--- src/rtl/holosynth_midi_pkg.sv ---
// Shared MIDI definitions: status constants, message-length decode, FSM states.
// Latency: n/a (types and pure functions only).
// Backpressure: n/a.
package holosynth_midi_pkg;

  localparam logic [7:0] NOTE_OFF         = 8'h80;
  localparam logic [7:0] NOTE_ON          = 8'h90;
  localparam logic [7:0] POLY_PRESSURE    = 8'hA0;
  localparam logic [7:0] CONTROL_CHANGE   = 8'hB0;
  localparam logic [7:0] PROGRAM_CHANGE   = 8'hC0;
  localparam logic [7:0] CHANNEL_PRESSURE = 8'hD0;
  localparam logic [7:0] PITCH_BEND       = 8'hE0;
  localparam logic [7:0] SYSEX_START      = 8'hF0;
  localparam logic [7:0] MTC_QUARTER      = 8'hF1;
  localparam logic [7:0] SONG_POSITION    = 8'hF2;
  localparam logic [7:0] SONG_SELECT      = 8'hF3;
  localparam logic [7:0] TUNE_REQUEST     = 8'hF6;
  localparam logic [7:0] SYSEX_END        = 8'hF7;
  localparam logic [7:0] TIMING_CLOCK     = 8'hF8;

  typedef enum logic [2:0] {
    ST_IDLE,
    ST_LOAD,
    ST_START,
    ST_DATA,
    ST_STOP
  } tx_state_t;

  // 80..EF: voice/mode messages that take part in running status.
  function automatic logic is_channel_msg(input logic [7:0] s);
    return s[7] && (s[6:4] != 3'b111);
  endfunction

  // F8..FF: single-byte real-time messages.
  function automatic logic is_realtime(input logic [7:0] s);
    return s[7:3] == 5'b11111;
  endfunction

  // Full wire length of a message including its status byte; 0 = not a status.
  function automatic logic [1:0] midi_msg_len(input logic [7:0] s);
    logic [1:0] len;
    len = 2'd0;
    if (!s[7]) begin
      len = 2'd0;
    end else if (is_realtime(s)) begin
      len = 2'd1;
    end else begin
      case (s[7:4])
        4'hC, 4'hD: len = 2'd2;
        4'hF: begin
          case (s[3:0])
            4'h1, 4'h3: len = 2'd2;
            4'h2:       len = 2'd3;
            default:    len = 2'd1;
          endcase
        end
        default: len = 2'd3;
      endcase
    end
    return len;
  endfunction

endpackage

--- src/rtl/midi_uart_tx_byte.sv ---
// 8N1 byte serialiser; each bit is DIV clocks, start bit driven the cycle after start.
// Latency: 1 clock from start to start bit; done marks the last stop-bit clock.
// Backpressure: none; a start on the done cycle chains the next frame with no idle.
module midi_uart_tx_byte #(
  parameter int DIV = 1600
) (
  input  logic       reg_clk,
  input  logic       reset_reg,
  input  logic       start,
  input  logic [7:0] data,
  output logic       done,
  output logic       bit_end,
  output logic       txd
);

  localparam int            CW       = (DIV > 1) ? $clog2(DIV) : 1;
  localparam logic [CW-1:0] CNT_LAST = CW'(DIV - 1);

  logic          r_active;
  logic [CW-1:0] r_cnt;
  logic [3:0]    r_bitn;   // 0 = start, 1..8 = data, 9 = stop
  logic [8:0]    r_shift;  // stop bit parked above the data so it shifts out last
  logic          r_txd;

  assign bit_end = r_active && (r_cnt == CNT_LAST);
  assign done    = bit_end && (r_bitn == 4'd9);
  assign txd     = r_txd;

  // Baud counter and shift register; line level is registered for a glitch-free pin.
  always_ff @(posedge reg_clk) begin
    if (reset_reg) begin
      r_active <= 1'b0;
      r_cnt    <= '0;
      r_bitn   <= 4'd0;
      r_shift  <= '1;
      r_txd    <= 1'b1;
    end else if (start) begin
      r_active <= 1'b1;
      r_cnt    <= '0;
      r_bitn   <= 4'd0;
      r_shift  <= {1'b1, data};
      r_txd    <= 1'b0;
    end else if (bit_end) begin
      r_cnt <= '0;
      if (r_bitn == 4'd9) begin
        r_active <= 1'b0;
      end else begin
        r_bitn  <= r_bitn + 4'd1;
        r_txd   <= r_shift[0];
        r_shift <= {1'b1, r_shift[8:1]};
      end
    end else if (r_active) begin
      r_cnt <= r_cnt + 1'b1;
    end
  end

endmodule

--- src/rtl/midi_tx_encoder.sv ---
// MIDI message encoder: running-status compression, length decode, 8N1 serial out.
// Latency: accept at T, LOAD at T+1, start bit on the line from T+2.
// Backpressure: msg_ready is high only while idle; one message in flight at a time.
module midi_tx_encoder #(
  parameter int REG_CLK_FREQUENCY = 50_000_000,
  parameter int BAUD              = 31250,
  parameter int RUNNING_STATUS    = 1,
  parameter int Invert_txd        = 0
) (
  input  logic       reg_clk,
  input  logic       reset_reg,
  input  logic       msg_valid,
  output logic       msg_ready,
  input  logic [7:0] msg_status,
  input  logic [6:0] msg_data1,
  input  logic [6:0] msg_data2,
  input  logic       rs_clear,
  output logic       midi_txd,
  output logic       busy,
  output logic       err
);
  import holosynth_midi_pkg::*;

  localparam int DIV = REG_CLK_FREQUENCY / BAUD;

  tx_state_t       r_state;
  logic            r_ready;
  logic            r_busy;
  logic            r_err;
  logic [7:0]      r_status;
  logic [6:0]      r_d1;
  logic [6:0]      r_d2;
  logic [7:0]      r_rs;        // running status, 00 = none
  logic [2:0][7:0] r_bytes;
  logic [1:0]      r_count;
  logic [1:0]      r_byte_idx;
  logic [2:0]      r_bit_idx;

  logic [1:0]      w_len;
  logic            w_skip;
  logic [1:0]      w_count;
  logic [2:0][7:0] w_bytes;
  logic [1:0]      w_next_idx;
  logic            w_more;
  logic [7:0]      w_next_byte;
  logic            w_start;
  logic [7:0]      w_tx_byte;
  logic            w_done;
  logic            w_bit_end;
  logic            w_txd;

  // Byte list for the latched message; status is dropped when it repeats running status.
  always_comb begin
    w_len   = midi_msg_len(r_status);
    w_skip  = (RUNNING_STATUS != 0) && is_channel_msg(r_status) && (r_status == r_rs);
    w_count = w_len;
    w_bytes = {{1'b0, r_d2}, {1'b0, r_d1}, r_status};
    if (w_skip) begin
      w_count = w_len - 2'd1;
      w_bytes = {8'h00, {1'b0, r_d2}, {1'b0, r_d1}};
    end
  end

  // Next byte to hand the serialiser: first byte from LOAD, later ones from the stored list.
  always_comb begin
    w_next_idx = r_byte_idx + 2'd1;
    w_more     = (w_next_idx < r_count);
    case (w_next_idx)
      2'd1:    w_next_byte = r_bytes[1];
      2'd2:    w_next_byte = r_bytes[2];
      default: w_next_byte = r_bytes[0];
    endcase
    w_start   = ((r_state == ST_LOAD) && (w_count != 2'd0)) ||
                ((r_state == ST_STOP) && w_done && w_more);
    w_tx_byte = (r_state == ST_LOAD) ? w_bytes[0] : w_next_byte;
  end

  midi_uart_tx_byte #(.DIV(DIV)) u_byte (
    .reg_clk   (reg_clk),
    .reset_reg (reset_reg),
    .start     (w_start),
    .data      (w_tx_byte),
    .done      (w_done),
    .bit_end   (w_bit_end),
    .txd       (w_txd)
  );

  // Control FSM: handshake, byte sequencing and running-status bookkeeping.
  always_ff @(posedge reg_clk) begin
    if (reset_reg) begin
      r_state    <= ST_IDLE;
      r_ready    <= 1'b0;
      r_busy     <= 1'b0;
      r_err      <= 1'b0;
      r_status   <= 8'h00;
      r_d1       <= 7'h00;
      r_d2       <= 7'h00;
      r_rs       <= 8'h00;
      r_bytes    <= '0;
      r_count    <= 2'd0;
      r_byte_idx <= 2'd0;
      r_bit_idx  <= 3'd0;
    end else begin
      r_err <= 1'b0;
      case (r_state)
        ST_IDLE: begin
          if (msg_valid && r_ready) begin
            r_status <= msg_status;
            r_d1     <= msg_data1;
            r_d2     <= msg_data2;
            r_err    <= ~msg_status[7];
            r_ready  <= 1'b0;
            r_busy   <= 1'b1;
            r_state  <= ST_LOAD;
          end else begin
            r_ready <= 1'b1;
          end
        end
        ST_LOAD: begin
          r_bytes    <= w_bytes;
          r_count    <= w_count;
          r_byte_idx <= 2'd0;
          // Real-time leaves running status alone; system common/exclusive cancels it.
          if (is_channel_msg(r_status)) begin
            r_rs <= r_status;
          end else if (r_status[7] && !is_realtime(r_status)) begin
            r_rs <= 8'h00;
          end
          if (w_count == 2'd0) begin
            r_state <= ST_IDLE;
            r_ready <= 1'b1;
            r_busy  <= 1'b0;
          end else begin
            r_state <= ST_START;
          end
        end
        ST_START: begin
          if (w_bit_end) begin
            r_state   <= ST_DATA;
            r_bit_idx <= 3'd0;
          end
        end
        ST_DATA: begin
          if (w_bit_end) begin
            if (r_bit_idx == 3'd7) r_state <= ST_STOP;
            else                   r_bit_idx <= r_bit_idx + 3'd1;
          end
        end
        ST_STOP: begin
          if (w_done) begin
            if (w_more) begin
              r_state    <= ST_START;
              r_byte_idx <= w_next_idx;
            end else begin
              r_state <= ST_IDLE;
              r_ready <= 1'b1;
              r_busy  <= 1'b0;
            end
          end
        end
        default: r_state <= ST_IDLE;
      endcase
      // A clear in the accept cycle lands before LOAD compares, so the status is sent.
      if (rs_clear) r_rs <= 8'h00;
    end
  end

  assign msg_ready = r_ready;
  assign busy      = r_busy;
  assign err       = r_err;
  assign midi_txd  = (Invert_txd != 0) ? ~w_txd : w_txd;

endmodule

--- config.mk ---
export PLATFORM = sky130hd
export DESIGN_NAME = midi_tx_encoder
export DESIGN_NICKNAME = d
export VERILOG_FILES = /design/src/rtl/holosynth_midi_pkg.sv /design/src/rtl/midi_uart_tx_byte.sv /design/src/rtl/midi_tx_encoder.sv
export SDC_FILE = /design/constraint.sdc
export NUM_CORES = 1
export LEC_CHECK = 0
export ABC_AREA = 0
export BUFFER_PORTS_ARGS = -buffer_cell sky130_fd_sc_hd__buf_4
export CAP_MARGIN = 40
export CORE_ASPECT_RATIO = 1.1
export CORE_MARGIN = 2
export CORE_UTILIZATION = 55
export CTS_CLUSTER_DIAMETER = 100
export DETAILED_ROUTE_END_ITERATION = 10
export GPL_ROUTABILITY_DRIVEN = 0
export PLACE_DENSITY = 0.83
export SLEW_MARGIN = 20
export SYNTH_ARGS = -nofsm -noshare
export SYNTH_HDL_FRONTEND = slang
export SYNTH_SLANG_ARGS = --single-unit
--- constraint.sdc ---
create_clock -name reg_clk -period 3.9 [get_ports reg_clk]
set_input_delay 0.78 -clock reg_clk [delete_from_list [all_inputs] [get_ports reg_clk]]
set_output_delay 0.78 -clock reg_clk [all_outputs]
set_load 0.1 [all_outputs]
# [Word-level counts from Yosys, hierarchy flattened]
# Cells that the tools add are included.
[word_totals] regBits=92 in_bits=26 output_inout_bits=4
[classes] add_sub_neg=5 order_cmp=1 eq_ne=28 n_mux=44 bitwise_logic=4 reduce_logical=36
[op_table] operator="two-way mux 8 bit" count=6
[op_table] operator="two-way mux 3 bit" count=8
[op_table] operator="two-way mux 23 bit" count=1
[op_table] operator="equality test 4 bit (second input constant)" count=4
[op_table] operator="one-hot mux 8 bit (2 select lines)" count=1
[op_table] operator="one-hot mux 3 bit (5 select lines)" count=1
[op_table] operator="two-way mux 1 bit" count=14
[op_table] operator="two-way mux 2 bit" count=7
[op_table] operator="!= test 2 bit (second input constant)" count=6
[op_table] operator="one-hot mux 2 bit (2 select lines)" count=3
[op_table] operator="nonzero test 2 bit" count=6
[op_table] operator="adder 11 x 1 -> 11 bit (second input constant)" count=1
[op_table] operator="equality test 11 bit (second input constant)" count=1
[op_table] operator="AND reduction 2 bit" count=5
[op_table] operator="AND reduction 5 bit" count=2
[op_table] operator="logical AND 1 bit" count=9
[op_table] operator="equality test 4 x 2 -> 1 bit (second input constant)" count=2
[op_table] operator="equality test 8 bit" count=1
[op_table] operator="!= test 2 x 1 -> 1 bit (second input constant)" count=4
[op_table] operator="AND reduction 4 bit" count=2
[op_table] operator="OR reduction 2 bit" count=4
[op_table] operator="equality test 3 x 2 -> 1 bit (second input constant)" count=2
[op_table] operator="equality test 3 bit (second input constant)" count=2
[op_table] operator="one-hot mux 1 bit (3 select lines)" count=2
[op_table] operator="20 further kinds" count=24

# [Logic depth before layout (Yosys ltp)]
# Gate-level depths: netlist of run 1.
[logic_depth] word_depth=13 mapped_depth=9 ltp_nobuf=8

# [Hierarchy]
# A second synthesis of run 1 with hierarchy kept.
[unflattened] cells_unflattened=506 area_unflattened_um2=4164.0
[by_module_without_submodules] mod="midi_tx_encoder" n_inst=1 cells_per_inst=368 area_each_um2=2981.6 seq_area_each_um2=1301.2
[by_module_without_submodules] mod="midi_uart_tx_byte" n_inst=1 cells_per_inst=138 area_each_um2=1182.4 seq_area_each_um2=500.5

# [Least setup slack after synthesis of run 1]
# Ideal clock, no wire load.
[synth_path] path_kind="register -> register" startpoint="register r_ready (netlist: msg_ready)" endpoint="register r_d1[0]" setup_ns=0.071 arrival_time_ns=2.112 path_slack_ns=1.718 path_stages_with_launch=6 cell_sequence="dfxtp_1 nand2_1 nor4_1 clkbuf_1 nand2_1 a21oi_1"
[synth_via] elab_chain_cells=2
[synth_rtl] item="start: declaration" line="midi_tx_encoder.sv:27" source="logic r_ready;"
[synth_rtl] item="start signal: assignment" line="midi_tx_encoder.sv:92" source="r_ready <= 1'b0;"
[synth_rtl] item="start signal: assignment" line="midi_tx_encoder.sv:112" source="r_ready <= 1'b0;"
[synth_rtl] item="start signal: assignment" line="midi_tx_encoder.sv:116" source="r_ready <= 1'b1;"
[synth_rtl] item="logical AND 1 bit" line="midi_tx_encoder.sv:107" source="if (msg_valid && r_ready) begin"
[synth_rtl] item="AND reduction 2 bit (no source line)"
[synth_rtl] item="end signal: assignment" line="midi_tx_encoder.sv:109" source="r_d1 <= msg_data1;"
[synth_rtl] item="end: declaration" line="midi_tx_encoder.sv:31" source="logic [6:0] r_d1;"
# No other way between the ends.
# A chain may end at the register's enable or synchronous reset.

# [Final worst setup path of run 1]
[layout_path] startpoint="register r_status[2]" endpoint="register u_byte.r_shift[1]"
[layout_via] elab_chain_cells=13
[layout_rtl] item="start: declaration" line="midi_tx_encoder.sv:30" source="logic [7:0] r_status;"
[layout_rtl] item="start signal: assignment" line="midi_tx_encoder.sv:108" source="r_status <= msg_status;"
[layout_rtl] item="equality test 4 x 1 -> 1 bit or equality test 4 x 2 -> 1 bit (tied branches)" line="holosynth_midi_pkg.sv:51" source="case (s[3:0])"
[layout_rtl] item="OR reduction 2 bit" line="holosynth_midi_pkg.sv:51"
[layout_rtl] item="one-hot mux 2 bit (2 select lines)" line="holosynth_midi_pkg.sv:51"
[layout_rtl] item="one-hot mux 2 bit (2 select lines)" line="holosynth_midi_pkg.sv:48" source="case (s[7:4])"
[layout_rtl] item="two-way mux 2 bit" line="holosynth_midi_pkg.sv:45" source="end else if (is_realtime(s)) begin"
[layout_rtl] item="two-way mux 2 bit" line="holosynth_midi_pkg.sv:43" source="if (!s[7]) begin"
[layout_rtl] item="subtractor 2 x 1 -> 2 bit" line="midi_tx_encoder.sv:59" source="w_count = w_len - 2'd1;"
[layout_rtl] item="two-way mux 2 bit" line="midi_tx_encoder.sv:58" source="if (w_skip) begin"
[layout_rtl] item="nonzero test 2 bit" line="midi_tx_encoder.sv:73" source="w_start = ((r_state == ST_LOAD) && (w_count != 2'd0)) ||"
[layout_rtl] item="logical AND 1 bit" line="midi_tx_encoder.sv:73"
[layout_rtl] item="logical OR 1 bit" line="midi_tx_encoder.sv:73"
[layout_rtl] item="!= test 2 x 1 -> 1 bit (no source line) or nonzero test 2 bit (tied branches)"
[layout_rtl] item="AND reduction 2 bit (no source line)"
[layout_rtl] item="end signal: assignment" line="midi_uart_tx_byte.sv:41" source="r_shift <= {1'b1, data};"
[layout_rtl] item="end signal: assignment" line="midi_uart_tx_byte.sv:50" source="r_shift <= {1'b1, r_shift[8:1]};"
[layout_rtl] item="end: declaration" line="midi_uart_tx_byte.sv:22" source="logic [8:0] r_shift;"
# Several ways; a longest one is shown, not always the timed one.

==> run_results.csv, run 1 <==
group,metric,value,unit
setup_path,crit_required,4.10,ns
sta,tns,0,ns
sta,finClkSkew,0.0112,ns
setup_path,cp_data_arrival_time,2.73,ns
yosys,synthesis.instances,502,
placed_design,dpl.hpwl,6270,um
detailed_routing,drt-initial-drc-count,250,
layout,drive_gt1_share,11.8,%
setup_path,worstSetupPathType,"reg -> reg",
yosys,yosysTopAreaCellShare,43.5,%
power_and_ir_drop,peakVddDrop,0.391,mV
setup_path,worstSetupStartpointType,"flip-flop",
yosys,synth_seq_cells,90,
sta,final_max_slew_viol_count,0,
cts,clk_pin_slew,0.10,ns
power_and_ir_drop,power.leakage,0.00160,uW
setup_path,cp_max_fo,16,
power_and_ir_drop,power.total,1700,uW
floorplanning,rows,33,
yosys,ys_warn_count,0,
cts,clock-sinks,90,
cts,ctsHoldBuffers,0,
global_route,grt_pass1_wl,15100,um
global_route,gr-total-overflow,0,
sta,fmax,0.396,GHz
yosys,syn-cell-area,0.00414,mm^2
layout,nets,548,
yosys,synth_edf_count,0,
layout,regArea,0.00180,mm^2
floorplanning,dieArea,0.00824,mm^2
layout,num_antenna_cells,0,
sta,tightest_slew,0.735,ns
cts,cts-root-buf,"clkbuf_8",
floorplanning,dieHeight,95.0,um
cts,clock_path_buffers,2,
detailed_routing,drc,0,
setup_path,endpoint_kind,"flip-flop",
detailed_routing,drt-total-wl,9070,um
global_route,grt_pass1_vias,3297,
yosys,synth_area_per_cell,8.25,um^2
yosys,synth_area_leaders,"dfxtp_1 (44%), nand2_1 (7.4%), a21oi_1 (7.4%)",
sta,setup_ws,1.38,ns
floorplanning,core,0.00739,mm^2
cts,cts.repair.resized,0,
run,cap_violations,0,
cts,post-cts-setup-buffers,0,
cts,htree_levels,3,
yosys,yosysSeqAreaShare,43.5,%
yosys,synth-main-ff-cell,"dfxtp_1",
run_status,status,"finished, final reports clean",
yosys,async_flop_share,0,%
placed_design,portBuffers,29,
sta,maxSlewHeadroom,50.9,%
yosys,synth_largest_area_cell,"dfxtp_1",
sta,finalCritPeriodShare,64.7,%
sta,fin_crit,2.52,ns
layout,area_growth,10.2,%
sta,finalHoldViolations,0,
cts,cts_buffers,9,
floorplanning,initial_core_util,56.0,%
layout,fillCellCount,627,
detailed_routing,avgRoutedWirePerCell,15.0,um
floorplanning,ioPinCount,30,
global_route,grt_max_degree,49,
global_route,antenna_found_initial,0,
floorplanning,die_x,86.7,um
cts,insertion_delay,0.37,ns
yosys,syn_nets,536,
yosys,yosysUniqueCellTypes,54,
power_and_ir_drop,p_per_area,372,mW/mm^2
placed_design,dp_slack,1.46,ns
setup_path,r2r_setup_slack,1.38,ns
sta,grt_setup_unrepaired,"no",
cts,cts_tree,"built",
global_route,grt.total_usage,23.1,%
worst_hold_path,hold_class,"reg -> reg",
detailed_routing,firstDrtPassIters,4,
detailed_routing,ant_nets,0,
detailed_routing,via_per_inst,5.98,
detailed_routing,vias,3623,
layout,multi_input_area,0.00219,mm^2
sta,finalSetupViolCount,0,
## cell families (layout without fill, tap and decap cells)
kind of cell    count (synthesis)  after routing  share of synthesized area [%]
simple gates                  188            188                           21.0
compound gates                141            141                           21.6
flops                          90             90                           43.5
buf+inv                        41             58                           3.87
xor+xnor                       19             19                           4.02
mux                            15             15                           3.63
fa+ha+maj                       8              8                           2.42
## placed cells by master, fill, tap and decap left out, types with 3 or more instances in the layout
cell,instances
a21boi_0,7
a21oi_1,61
a22oi_1,15
a31oi_1,3
a41oi_1,7
and2_1,4
and3_1,5
buf_4,32
clkbuf_8,9
dfxtp_1,90
ha_1,8
inv_1,9
inv_6,4
mux2i_1,15
nand2_1,82
nand2b_1,4
nand3_1,12
nand4_1,5
nor2_1,46
nor3_1,10
o21ai_0,22
o221ai_1,6
o31ai_1,4
or2_2,3
xnor2_1,14
xor2_1,5
## per-stage QoR
step	instances	hold slack, ns	util [%]	instance area, um^2
detailed placement	590	0.446	59.3	4380
finish	606	0.458	61.7	4560
CTS	606	0.459	61.7	4560
floorplan	502	0.432	-	4140
global route	606	0.487	61.7	4560
global placement	589	0.440	59.2	4380
## state kept, by name (all words and copies together) (netlist names)
signal	flops
r_status	8
r_d2	7
u_byte.r_bitn	4
busy	1
r_rs	8
u_byte.txd	1
r_bit_idx	3
r_d1	7
u_byte.r_active	1
err	1
u_byte.r_cnt	11
u_byte.r_shift	8
r_bytes	22
r_byte_idx	2
r_state	3
msg_ready	1
r_count	2
## synth_stat cells (2+ instances only)
cell	number
nand3b_1	2
or2_2	3
nand4b_1	2
clkbuf_1	26
buf_2	2
nand2_1	82
a22oi_1	15
o221ai_1	6
a21oi_1	61
nand3_1	12
nand2b_1	4
nor3_1	10
a211oi_1	2
a31oi_1	3
ha_1	8
o21ai_0	22
nor2_1	46
a41oi_1	7
nand4_1	5
xor2_1	5
o31ai_1	4
dfxtp_1	90
and2_1	4
mux2i_1	15
and3_1	5
a211o_1	2
xnor2_1	14
nor4_1	2
buf_1	3
inv_1	9
a2111oi_0	2
a21boi_0	7
## area by class of cell
| type | instances | share of cell area, % |
|---|---|---|
| inverters | 9 | 0.740 |
| flip-flops and latches | 90 | 39.5 |
| repair buffers | 33 | 5.37 |
| clock inverters | 7 | 1.29 |
| clock buffers | 9 | 2.71 |
| well taps | 87 | 2.39 |
| multi-input cells | 371 | 48.0 |
## critical path, cell delays in order, from the launching register on
cell	delay, ns
dfxtp_1	0.51
xnor2_1	0.18
and4b_1	0.42
nand3_1	0.48
a21boi_0	0.57
o221ai_1	0.20
## report_power, final
group | switching (uW) | internal [uW]
clock network | 358 | 244
logic | 81.9 | 49.9
registers | 22.7 | 942
## per-layer routing
layer  GRT usage [%]  part of all wire, %  up-vias
met5               0                    0        -
met4            9.38                  2.3        0
met3            3.90                  4.1       19
met2            38.4                   48       97
met1            29.7                   45     1703
li1                -                    -     1804
## final timing paths
| check | from | end | depth (start not counted) |
|---|---|---|---|
| setup reg to reg | r_status[2]$_SDFFE_PP0P_ | u_byte.r_shift[1]$_SDFFE_PP1P_ | 5 |
| setup / recovery | r_status[2]$_SDFFE_PP0P_ | u_byte.r_shift[1]$_SDFFE_PP1P_ | 5 |
| hold reg to reg | r_bytes[20]$_SDFFE_PP0P_ | r_bytes[20]$_SDFFE_PP0P_ | 2 |
| hold / removal | r_bytes[20]$_SDFFE_PP0P_ | r_bytes[20]$_SDFFE_PP0P_ | 2 |
Power figures use the tool's default switching activity.
==> run 2: changes to the inputs <==
- clock period: 3.9 -> 2.5 ns (I/O delays scaled with it)
==> run_results.csv, run 2 (synthesis results as in run 1) <==
group,metric,value,unit
run_status,status,"finished, final reports clean",
sta,setup_ws,0.217,ns
sta,finalHoldViolations,0,
floorplanning,core,0.00739,mm^2
placed_design,dpl.hpwl,6730,um
setup_path,r2r-start,"r_byte_idx[0]$_SDFFE_PP0P_",
detailed_routing,ant_nets,0,
detailed_routing,via_per_inst,5.94,
detailed_routing,vias,3699,
sta,fmax,0.438,GHz
layout,reg.largest.list,"r_bytes x22, u_byte.r_cnt x11",
setup_path,critPathLaunch,"r_byte_idx[0]$_SDFFE_PP0P_",
sta,finClkSkew,0.00759,ns
placed_design,portBuffers,29,
worst_hold_path,holdPathEnd,"err$_SDFF_PP0_",
setup_path,worstSetupStartpointType,"flip-flop",
sta,maxSlewHeadroom,47.8,%
global_route,grt.total_usage,24.3,%
layout,drive_gt1_share,14.7,%
layout,layout_commonest_cell,"dfxtp_1",
cts,clk_pin_slew,0.09,ns
setup_path,cp_max_fo,14,
placed_design,dp_slack,0.0755,ns
sta,tightest_slew,0.780,ns
floorplanning,dieArea,0.00824,mm^2
layout,num_antenna_cells,0,
layout,largest_register,"r_bytes",
cts,clock-sinks,90,
power_and_ir_drop,power.leakage,0.00171,uW
layout,layout_common_cells,"dfxtp_1 (90), nand2_1 (82), a21oi_1 (61), buf_4 (49), nor2_1 (46)",
floorplanning,initial_core_util,56.0,%
sta,final_max_slew_viol_count,0,
power_and_ir_drop,peakVddDrop,0.380,mV
detailed_routing,avgRoutedWirePerCell,15.3,um
sta,tns,0,ns
setup_path,endpoint_kind,"flip-flop",
detailed_routing,drc,0,
layout,nets,565,
setup_path,crit_required,2.78,ns
sta,finalCritPeriodShare,91.3,%
cts,cts_buffers,9,
cts,cts_tree,"built",
cts,insertion_delay,0.37,ns
setup_path,r2r_setup_slack,0.22,ns
cts,htree_levels,3,
global_route,grt_max_degree,40,
global_route,grt_pass1_vias,3419,
cts,clock_path_buffers,2,
setup_path,r2r-end,"u_byte.r_shift[0]$_SDFFE_PP1P_",
worst_hold_path,hold_class,"in -> reg",
floorplanning,rows,33,
global_route,gr-total-overflow,0,
global_route,grt_pass1_wl,15900,um
setup_path,rr_worst_depth,9,
worst_hold_path,holdCritStartpoint,"msg_status[7]",
sta,fin_crit,2.28,ns
detailed_routing,drt-initial-drc-count,276,
setup_path,cp_data_arrival_time,2.57,ns
layout,largest_reg_flops,22,
detailed_routing,firstDrtPassIters,5,
floorplanning,die_x,86.7,um
floorplanning,dieHeight,95.0,um
layout,area_growth,14.7,%
setup_path,worstSetupPathType,"reg -> reg",
global_route,antenna_found_initial,0,
cts,ctsHoldBuffers,0,
sta,grt_setup_unrepaired,"no",
floorplanning,ioPinCount,30,
cts,cts-root-buf,"clkbuf_8",
worst_hold_path,holdPathStages,2,
power_and_ir_drop,p_per_area,598,mW/mm^2
sta,finalSetupViolCount,0,
run,cap_violations,0,
detailed_routing,drt-total-wl,9540,um
-- run 2: cell types whose count changed in the layout (fill, tap and decap cells not counted), sizes merged --
cell | previous run | this run
buf | 33 | 50
inv | 14 | 12
bufinv | 0 | 2
-- run 2: layout make-up --
| class | count | area (um^2) |
|---|---|---|
| multi-input combinational | 371 | 2190 |
| tap | 87 | 109 |
| clock inverter | 7 | 98.8 |
| clock buffer | 9 | 124 |
| sequential | 90 | 1800 |
| fill | 594 | 2640 |
| inverter | 9 | 33.8 |
| timing repair buffer | 50 | 388 |
-- run 2: worst max-delay path by stage --
| stage | to | slack [ns] |
|---|---|---|
| 3_3_place_gp | u_byte.r_shift[1]$_SDFFE_PP1P_ | 0.15 |
| 5_1_grt | u_byte.r_shift[2]$_SDFFE_PP1P_ | 0.03 |
| 3_5_place_dp | u_byte.r_shift[3]$_SDFFE_PP1P_ | 0.08 |
| 2_1_floorplan | r_d1[0]$_SDFFE_PP0P_ | 0.32 |
| 4_1_cts | u_byte.r_shift[3]$_SDFFE_PP1P_ | 0.04 |
| 6_report | u_byte.r_shift[0]$_SDFFE_PP1P_ | 0.22 |
-- run 2: critical path: stages (launching register included) --
cell and delay (ns):
dfxtp_1 0.37, inv_1 0.08, ha_1 0.32, ha_1 0.28
a21boi_0 0.15, nor3_1 0.36, a21o_1 0.22, buf_4 0.19
nand2_1 0.07, o221ai_1 0.17
-- run 2: stage by stage --
step	area, um^2	hold slack (ns)	cells	total power [uW]	util (%)
finish	4750	0.303	623	2840	64.3
global route	4750	0.305	623	2930	64.3
CTS	4720	0.295	621	2850	63.8
detailed placement	4500	0.448	605	1750	60.8
global placement	4500	0.440	605	1740	60.8
floorplan	4140	0.432	502	1670	-
-- run 2: what timing repair did --
action	CTS	global route
setup endpoints to repair	0	10
buffers inserted	0	2
resized for setup	0	1
-- run 2: layer usage --
layer | vias to the layer above | share of wire [%] | GRT usage [%]
li1 | 1833 | - | -
met1 | 1756 | 43 | 29.8
met2 | 93 | 51 | 41.7
met3 | 17 | 4.1 | 4.50
met4 | 0 | 2.2 | 10.4
met5 | - | 0 | 0
-- run 2: power by group --
part           internal (uW)  total (uW)  leakage (uW)  switching, uW
Combinational           85.6         221      0.000866            136
Sequential              1470        1500      0.000729           29.3
Clock                    572        1120      0.000111            548
